File: config.mk
export PLATFORM = sky130hd
export DESIGN_NAME = counter_b4_sequencer_flat
export DESIGN_NICKNAME = d
export VERILOG_FILES = /design/src/rtl/counter_b4_sequencer_if.sv /design/src/rtl/counter_b4_sequencer.sv /design/src/flat_wrapper.sv
export SDC_FILE = /design/constraint.sdc
export NUM_CORES = 1
export LEC_CHECK = 0
export ABC_AREA = 0
export ABC_CLOCK_PERIOD_IN_PS = 4900
export CAP_MARGIN = 10
export CORE_ASPECT_RATIO = 1.2
export CORE_MARGIN = 2
export CORE_UTILIZATION = 60
export DETAILED_ROUTE_END_ITERATION = 6
export GPL_TIMING_DRIVEN = 0
export PLACE_DENSITY = 0.83
export SLEW_MARGIN = 10
export SYNTH_ARGS = -nofsm -noshare
export SYNTH_HDL_FRONTEND = slang
export SYNTH_SLANG_ARGS = --single-unit
File: constraint.sdc
create_clock -name b4_clk -period 4.9 [get_ports b4_clk]
set_input_delay 0.49 -clock b4_clk [delete_from_list [all_inputs] [get_ports b4_clk]]
set_output_delay 0.49 -clock b4_clk [all_outputs]
set_load 0.02 [all_outputs]
File: src/rtl/counter_b4_sequencer_if.sv
// Command bus into the 4-bit counter sequencer.
// The host drives the command fields; the sequencer returns cmd_ready.
interface counter_b4_sequencer_if #(
  parameter int LEN_W = 8
);
  logic             cmd_valid;
  logic             cmd_ready;
  logic [1:0]       cmd_mode;
  logic [3:0]       cmd_d;
  logic [LEN_W-1:0] cmd_len;

  modport master (
    output cmd_valid, cmd_mode, cmd_d, cmd_len,
    input  cmd_ready
  );

  modport slave (
    input  cmd_valid, cmd_mode, cmd_d, cmd_len,
    output cmd_ready
  );
endinterface

File: src/rtl/counter_b4_sequencer.sv
// Queues {mode, D, len} commands and drives the 4-bit counter:
// preload D, check the load ack, then run len cycles counting rco.
module counter_b4_sequencer #(
  parameter int DEPTH = 4,
  parameter int LEN_W = 8,
  parameter int RCO_W = 4
) (
  input  logic                   b4_clk,
  input  logic                   b4_reset,
  counter_b4_sequencer_if.slave  cmd,
  input  logic                   abort,
  output logic                   b4_enable,
  output logic [1:0]             b4_mode,
  output logic [3:0]             b4_D,
  input  logic                   b4_rco,
  input  logic                   b4_load,
  output logic                   busy,
  output logic                   done,
  output logic [RCO_W-1:0]       rco_cnt,
  output logic                   err
);
  localparam int AW = $clog2(DEPTH);
  localparam int CW = AW + 1;
  localparam int EW = 2 + 4 + LEN_W;

  typedef enum logic [2:0] {
    IDLE, LOAD, CHECK, RUN, DONE
  } state_t;

  state_t state, state_n;

  logic [EW-1:0]    mem [DEPTH];
  logic [AW-1:0]    wr_ptr, rd_ptr;
  logic [CW-1:0]    count;
  logic             full, empty, push, pop;
  logic [EW-1:0]    head;
  logic [1:0]       w_mode;
  logic [LEN_W-1:0] run_left;

  assign full  = (count == CW'(DEPTH));
  assign empty = (count == '0);
  assign head  = mem[rd_ptr];
  assign push  = cmd.cmd_valid && cmd.cmd_ready;

  assign cmd.cmd_ready = !full && !abort && !b4_reset;
  assign busy = (state != IDLE) || !empty;

  // FIFO storage; no reset needed, pointers qualify contents
  always_ff @(posedge b4_clk) begin
    if (push)
      mem[wr_ptr] <= {cmd.cmd_mode, cmd.cmd_d, cmd.cmd_len};
  end

  // FIFO pointers and occupancy; abort flushes
  always_ff @(posedge b4_clk or posedge b4_reset) begin
    if (b4_reset) begin
      wr_ptr <= '0;
      rd_ptr <= '0;
      count  <= '0;
    end else if (abort) begin
      wr_ptr <= '0;
      rd_ptr <= '0;
      count  <= '0;
    end else begin
      if (push) wr_ptr <= wr_ptr + 1'b1;
      if (pop)  rd_ptr <= rd_ptr + 1'b1;
      unique case ({push, pop})
        2'b10:   count <= count + 1'b1;
        2'b01:   count <= count - 1'b1;
        default: count <= count;
      endcase
    end
  end

  // state register
  always_ff @(posedge b4_clk or posedge b4_reset) begin
    if (b4_reset) state <= IDLE;
    else          state <= state_n;
  end

  // next state and FIFO pop
  always_comb begin
    state_n = state;
    pop     = 1'b0;
    if (abort) begin
      state_n = IDLE;
    end else begin
      unique case (state)
        IDLE: begin
          if (!empty) begin
            pop     = 1'b1;
            state_n = LOAD;
          end
        end
        LOAD: state_n = CHECK;
        CHECK: begin
          if (run_left == '0 || w_mode == 2'b11)
            state_n = DONE;
          else
            state_n = RUN;
        end
        RUN: begin
          if (run_left <= LEN_W'(1))
            state_n = DONE;
        end
        DONE: begin
          if (!empty) begin
            pop     = 1'b1;
            state_n = LOAD;
          end else begin
            state_n = IDLE;
          end
        end
        default: state_n = IDLE;
      endcase
    end
  end

  // registered counter controls, working regs and status
  always_ff @(posedge b4_clk or posedge b4_reset) begin
    if (b4_reset) begin
      b4_enable <= 1'b0;
      b4_mode   <= 2'b00;
      b4_D      <= 4'h0;
      done      <= 1'b0;
      rco_cnt   <= '0;
      err       <= 1'b0;
      w_mode    <= 2'b00;
      run_left  <= '0;
    end else begin
      b4_enable <= (state_n == LOAD) || (state_n == RUN);
      done      <= (state_n == DONE);
      if (pop) begin
        w_mode   <= head[EW-1 -: 2];
        b4_D     <= head[LEN_W +: 4];
        run_left <= head[LEN_W-1:0];
        b4_mode  <= 2'b11;
        rco_cnt  <= '0;
      end
      if (state == CHECK && !abort) begin
        if (!b4_load) err <= 1'b1;
        if (state_n == RUN) b4_mode <= w_mode;
      end
      if (state == RUN && !abort) begin
        run_left <= run_left - 1'b1;
        if (b4_rco && rco_cnt != '1)
          rco_cnt <= rco_cnt + 1'b1;
      end
    end
  end
endmodule

File: src/flat_wrapper.sv
// flat-port wrapper written by rule: the top's interface ports become plain ports
module counter_b4_sequencer_flat 
#(
  parameter int DEPTH = 4,
  parameter int LEN_W = 8,
  parameter int RCO_W = 4
)
  (b4_clk, b4_reset, abort, b4_enable, b4_mode, b4_D, b4_rco, b4_load, busy, done, rco_cnt, err, cmd_cmd_valid, cmd_cmd_mode, cmd_cmd_d, cmd_cmd_len, cmd_cmd_ready);
  counter_b4_sequencer_if #(.LEN_W(LEN_W)) cmd_i ();
  input  logic b4_clk;
  input  logic b4_reset;
  input  logic abort;
  output logic b4_enable;
  output logic [1:0] b4_mode;
  output logic [3:0] b4_D;
  input  logic b4_rco;
  input  logic b4_load;
  output logic busy;
  output logic done;
  output logic [RCO_W-1:0] rco_cnt;
  output logic err;
  input wire logic [$bits(cmd_i.cmd_valid)-1:0] cmd_cmd_valid;
  input wire logic [$bits(cmd_i.cmd_mode)-1:0] cmd_cmd_mode;
  input wire logic [$bits(cmd_i.cmd_d)-1:0] cmd_cmd_d;
  input wire logic [$bits(cmd_i.cmd_len)-1:0] cmd_cmd_len;
  output wire logic [$bits(cmd_i.cmd_ready)-1:0] cmd_cmd_ready;
  assign cmd_i.cmd_valid = cmd_cmd_valid;
  assign cmd_i.cmd_mode = cmd_cmd_mode;
  assign cmd_i.cmd_d = cmd_cmd_d;
  assign cmd_i.cmd_len = cmd_cmd_len;
  assign cmd_cmd_ready = cmd_i.cmd_ready;
  counter_b4_sequencer #(.DEPTH(DEPTH), .LEN_W(LEN_W), .RCO_W(RCO_W)) u_core (.b4_clk(b4_clk), .b4_reset(b4_reset), .cmd(cmd_i), .abort(abort), .b4_enable(b4_enable), .b4_mode(b4_mode), .b4_D(b4_D), .b4_rco(b4_rco), .b4_load(b4_load), .busy(busy), .done(done), .rco_cnt(rco_cnt), .err(err));
endmodule
# [Yosys cells after proc, flatten, opt, wreduce, memory -nomap -nowiden]
# Memories as Yosys holds them, arrays and structs flattened.
# Cells that the tools add are included.
[word_totals] reg_bits=33 ramBits=56 in_bits=20 mem_count=1
[memory_table] memory="u_core.mem" words=4 width=14 read_ports=1 rd_clocked_by_memory_dff=0 wr=1 line_no="counter_b4_sequencer.sv:32" source="logic [EW-1:0] mem [DEPTH];"
[classes] add_sub_neg=6 order_cmp=1 eq_ne=12 mux=25 bitwise_logic=1 reduce_logical=23
[ops] cell="8-bit two-way mux" count=2
[ops] cell="3-bit two-way mux" count=5
[ops] cell="3-bit one-hot mux with 5 select lines" count=1
[ops] cell="2-bit two-way mux" count=7
[ops] cell="4-bit two-way mux" count=3
[ops] cell="3-bit by 2-bit equality test with 1-bit output, second input constant" count=3
[ops] cell="3-bit equality test, second input constant" count=3
[ops] cell="8-bit by 1-bit less-or-equal comparator with 1-bit output, second input constant" count=1
[ops] cell="8-bit zero test" count=1
[ops] cell="8-bit by 1-bit subtractor with 8-bit output, second input constant" count=1
[ops] cell="3-bit by 1-bit equality test with 1-bit output, second input constant" count=2
[ops] cell="1-bit logical AND" count=6
[ops] cell="3-bit zero test" count=2
[ops] cell="1-bit two-way mux" count=6
[ops] cell="3-bit one-hot mux with 2 select lines" count=1
[ops] cell="2-bit nonzero test" count=3
[ops] cell="3-bit nonzero test" count=2
[ops] cell="2-bit by 1-bit adder with 2-bit output, second input constant" count=2
[ops] cell="4-bit by 1-bit adder with 4-bit output, second input constant" count=1
[ops] cell="2-bit equality test, second input constant" count=2
[ops] cell="1-bit zero test" count=4
[ops] cell="4-bit != test, second input constant" count=1
[ops] cell="3-bit by 1-bit adder with 3-bit output, second input constant" count=1
[ops] cell="1-bit logical OR" count=3
[ops] cell="other kinds (5)" count=5

# [Depth between registers and ports, before layout]
[logic_depth] depth_word=8 depth_mapped=9 ltp_nobuf=7

# [Least setup slack after synthesis]
# No wires, ideal clock.
[synth_timing] path_kind="reg-to-reg" from="register u_core.count[2]" to="register u_core.count[2]" setup_time_ns=0.125 arrival_ns=2.419 setup_slack_ns=2.356 path_stages_with_launch=10 n_path_buf=2 path_cell_list="dfrtp_1 > or3_1 > clkbuf_1 > nand2_1 > clkbuf_1 > nor2_1 > fa_1 > nor4_1 > mux2i_1 > mux2_2"
[synth_between] elab_chain_len=8 elab_cells_between_ends=16
[synth_rtl] element="start: declaration" line_no="counter_b4_sequencer.sv:34" source="logic [CW-1:0] count;"
[synth_rtl] element="start signal: assignment" line_no="counter_b4_sequencer.sv:68" source="2'b10: count <= count + 1'b1;"
[synth_rtl] element="start signal: assignment" line_no="counter_b4_sequencer.sv:69" source="2'b01: count <= count - 1'b1;"
[synth_rtl] element="start signal: assignment" line_no="counter_b4_sequencer.sv:70" source="default: count <= count;"
[synth_rtl] element="3-bit equality test" line_no="counter_b4_sequencer.sv:40" source="assign full = (count == CW'(DEPTH));"
[synth_rtl] element="1-bit zero test" line_no="counter_b4_sequencer.sv:45" source="assign cmd.cmd_ready = !full && !abort && !b4_reset;"
[synth_rtl] element="1-bit logical AND (2 in series)" line_no="counter_b4_sequencer.sv:45"
[synth_rtl] element="1-bit logical AND" line_no="counter_b4_sequencer.sv:43" source="assign push = cmd.cmd_valid && cmd.cmd_ready;"
[synth_rtl] element="2-bit by 1-bit equality test with 1-bit output / 2-bit equality test (equally long branches)" line_no="counter_b4_sequencer.sv:67" source="unique case ({push, pop})"
[synth_rtl] element="3-bit one-hot mux with 2 select lines" line_no="counter_b4_sequencer.sv:67"
[synth_rtl] element="3-bit two-way mux" line_no="counter_b4_sequencer.sv:60" source="end else if (abort) begin"
# Parallel ways exist; a longest one is shown, timed or not.
# A chain may end at the register's enable or synchronous reset.

# [Final worst setup path]
# Same ends and word-level chain as after synthesis.

==> results.json <==
{
  "tritoncts_num_sinks": 89,
  "detailroute.via_count": 2291,
  "cap_violations": 0,
  "post_cts_resize_count": 0,
  "layout.cells.most_common": "sky130_fd_sc_hd__edfxtp_1",
  "cts_root_buf": "sky130_fd_sc_hd__clkbuf_8",
  "slew_violations": 0,
  "dr.first_iter.drc_count": 153,
  "drt-wirelength-per-cell_um": 16.50,
  "track_usage_pct": 20.80,
  "die-area_um2": 6973,
  "cp-start-kind": "flip-flop",
  "worst_slack_ns": 1.916,
  "dpl.hpwl_um": 4674,
  "layoutNonFillerInstCount": 398,
  "timing.clock.skew_ns": 0.009364,
  "totalWireLength_um": 6567,
  "ys_warn_count": 0,
  "grt_pass1_wl_um": 11070,
  "place_worst_setup_slack_ns": 1.661,
  "die_y_um": 91.08,
  "critical_path.endpoint_type": "flip-flop",
  "power.total_w": 0.002183,
  "clock_tree.buffer_depth": 2,
  "finalHoldViolations": 0,
  "synth.yosys.seq_area_share_pct": 66.14,
  "grt_start_max_net_pins": 19,
  "dp.cells": 382,
  "via_per_inst": 5.756,
  "finalSetupViolCount": 0,
  "number_of_hold_repair_buffers_added_at_the_cts_stage": 0,
  "async_reset_ff_share_pct": 37.08,
  "layout.cells.most_common_list": "sky130_fd_sc_hd__edfxtp_1 (56), sky130_fd_sc_hd__clkdlybuf4s50_1 (34), sky130_fd_sc_hd__dfrtp_1 (33)",
  "placementRows": 31,
  "worst_path_max_fanout": 10,
  "n_fill_cell": 398,
  "overflow": 0,
  "first_pass_iters": 4,
  "holdCritPathClass": "flip-flop to flip-flop",
  "synth-seq-cells": 89,
  "die-width_um": 76.57,
  "ctsHtreeMaxLevel": 3,
  "outcome": "complete, no violations",
  "grt_setup_unrepaired": "false",
  "grt_pass1_vias": 2355,
  "netlist_area_um2": 3791,
  "fmaxAchievable_mhz": 335.1,
  "synth_area_per_cell_um2": 14.31,
  "core_area_um2": 6090,
  "gp_congestion": 0.8554,
  "pwr_density_cell_nw_per_um2": 489.5,
  "clock_latency_at_the_later_pin_of_the_worst_skew_pair_ns": 0.35,
  "synth_nets": 293,
  "n_antenna_cell": 0,
  "worstPathArrival_ns": 3.23,
  "final.min_clock_period_ns": 2.984,
  "total_leakage_power_nw": 1.688,
  "clock_tree_from_tritoncts": "yes",
  "antenna_left": 0,
  "post_synth_inst_count": 265,
  "slew_headroom_pct": 50.38,
  "final_nets": 339,
  "area_growth_pct": 17.66,
  "ys_types": 43,
  "tightest_slew_ns": 0.7443,
  "worst_ep_required_time_ns": 5.15,
  "detail_route.drc_violations": 0,
  "cts_buffers": 9,
  "floorplan.initialDensity_pct": 62.26,
  "port_buffers": 34,
  "i_o_pin_count": 35,
  "finish.utilization_pct": 73.25,
  "post_route_cells_drive_above_1_share_pct": 14.24,
  "synth_top_flop_cell": "sky130_fd_sc_hd__edfxtp_1",
  "synth-edff-count": 56,
  "finalSetupTns_ns": 0,
  "cts.repair_timing.setup_buffer_count": 0,
  "clkTransAtPathRegs_ns": 0.09,
  "irDropWorstVdd_mv": 0.3051,
  "fin_crit_sh_pct": 60.90,
  "antenna_found_initial": 0,
  "path_class": "flip-flop to flip-flop"
}
-- registers in the layout (all words and copies together), names as in the netlist, 3 cells and up --
name,flops
u_core.state,3
u_core.count,3
u_core.run_left,8
u_core.rco_cnt,4
u_core.mem,56
u_core.b4_D,4
-- worst max-delay path, stage by stage, from the launching register on --
cell and delay [ns]:
sky130_fd_sc_hd__dfrtp_1 0.45, sky130_fd_sc_hd__or3_1 0.39, sky130_fd_sc_hd__clkbuf_1 0.16, sky130_fd_sc_hd__nand2_1 0.23
sky130_fd_sc_hd__clkbuf_1 0.46, sky130_fd_sc_hd__nor2_1 0.12, sky130_fd_sc_hd__fa_1 0.40, sky130_fd_sc_hd__nor4_1 0.28
sky130_fd_sc_hd__mux2i_1 0.11, sky130_fd_sc_hd__mux2_2 0.27
-- stage by stage --
step | instance area [µm²] | hold slack, ns
2_1_floorplan | 3791 | 0.4414
3_3_place_gp | 4234 | 0.4480
3_5_place_dp | 4262 | 0.4717
4_1_cts | 4461 | 0.4905
5_1_grt | 4461 | 0.5174
6_report | 4461 | 0.4806
-- final timing paths --
path | start | to | slack (ns) | cells past startpoint
worst min register to register | u_core.err | u_core.err | 0.48 | 2
min in group asynchronous | b4_reset | u_core.wr_ptr[0] | 0.64 | 2
max in group asynchronous | b4_reset | u_core.state[2] | 3.72 | 3
worst max register to register | u_core.count[2] | u_core.count[2] | 1.92 | 9
worst max-delay path | u_core.count[2] | u_core.count[2] | 1.92 | 9
worst min-delay path | u_core.err | u_core.err | 0.48 | 2
-- logic make-up (layout without fill, tap and decap cells) --
group	after synthesis	count (layout)	synth area share, %
fa+ha+maj	8	8	2.838
simple gates	90	90	11.62
flops	89	89	66.14
compound gates	31	31	5.842
mux	22	22	10.53
buf+inv	22	73	2.343
xor+xnor	3	3	0.6932
-- report_power, final --
group	switching (W)	internal [W]
logic	0.000362	0.000323
registers	0.0000964	0.000903
clock network	0.000260	0.000239
total	0.000718	0.00147
-- Yosys cell counts, types with 2 or more instances --
| cell type | n | area [µm²] |
|---|---|---|
| sky130_fd_sc_hd__a211oi_1 | 4 | 30.03 |
| sky130_fd_sc_hd__a21oi_1 | 4 | 20.02 |
| sky130_fd_sc_hd__a22oi_1 | 3 | 22.52 |
| sky130_fd_sc_hd__a31oi_1 | 2 | 12.51 |
| sky130_fd_sc_hd__and2_1 | 5 | 31.28 |
| sky130_fd_sc_hd__and3_1 | 2 | 12.51 |
| sky130_fd_sc_hd__and3b_1 | 2 | 17.52 |
| sky130_fd_sc_hd__buf_2 | 5 | 25.02 |
| sky130_fd_sc_hd__clkbuf_1 | 7 | 26.28 |
| sky130_fd_sc_hd__dfrtp_1 | 33 | 825.8 |
| sky130_fd_sc_hd__edfxtp_1 | 56 | 1682 |
| sky130_fd_sc_hd__ha_1 | 7 | 87.58 |
| sky130_fd_sc_hd__inv_1 | 10 | 37.54 |
| sky130_fd_sc_hd__mux2_2 | 3 | 33.78 |
| sky130_fd_sc_hd__mux2i_1 | 5 | 50.05 |
| sky130_fd_sc_hd__mux4_2 | 14 | 315.3 |
| sky130_fd_sc_hd__nand2_1 | 31 | 116.4 |
| sky130_fd_sc_hd__nand2b_1 | 2 | 12.51 |
| sky130_fd_sc_hd__nand3_1 | 7 | 35.03 |
| sky130_fd_sc_hd__nor2_1 | 22 | 82.58 |
| sky130_fd_sc_hd__nor2b_1 | 2 | 12.51 |
| sky130_fd_sc_hd__nor3_1 | 6 | 30.03 |
| sky130_fd_sc_hd__o211ai_1 | 4 | 30.03 |
| sky130_fd_sc_hd__o21ai_0 | 6 | 30.03 |
| sky130_fd_sc_hd__o221a_2 | 2 | 22.52 |
| sky130_fd_sc_hd__o31ai_1 | 2 | 15.01 |
| sky130_fd_sc_hd__xor2_1 | 3 | 26.28 |
-- cell type report --
type	instances	area [µm²]	area share (%)
flip-flops and latches	89	2507	56.21
multi-input cells	154	1195	26.79
well taps	82	102.6	2.300
plain buffers	12	51.30	1.150
clock buffers	9	123.9	2.777
inverters	10	37.54	0.8415
repair buffers	35	367.9	8.247
clock inverters	7	75.07	1.683
-- layer usage --
metal | share of wire, % | track usage [%]
met1 | 43 | 25.56
met4 | 1.6 | 9.091
met5 | 0 | 0
met3 | 3.8 | 5.070
met2 | 52 | 35.18
No activity file was read; power rests on OpenSTA's default activity.
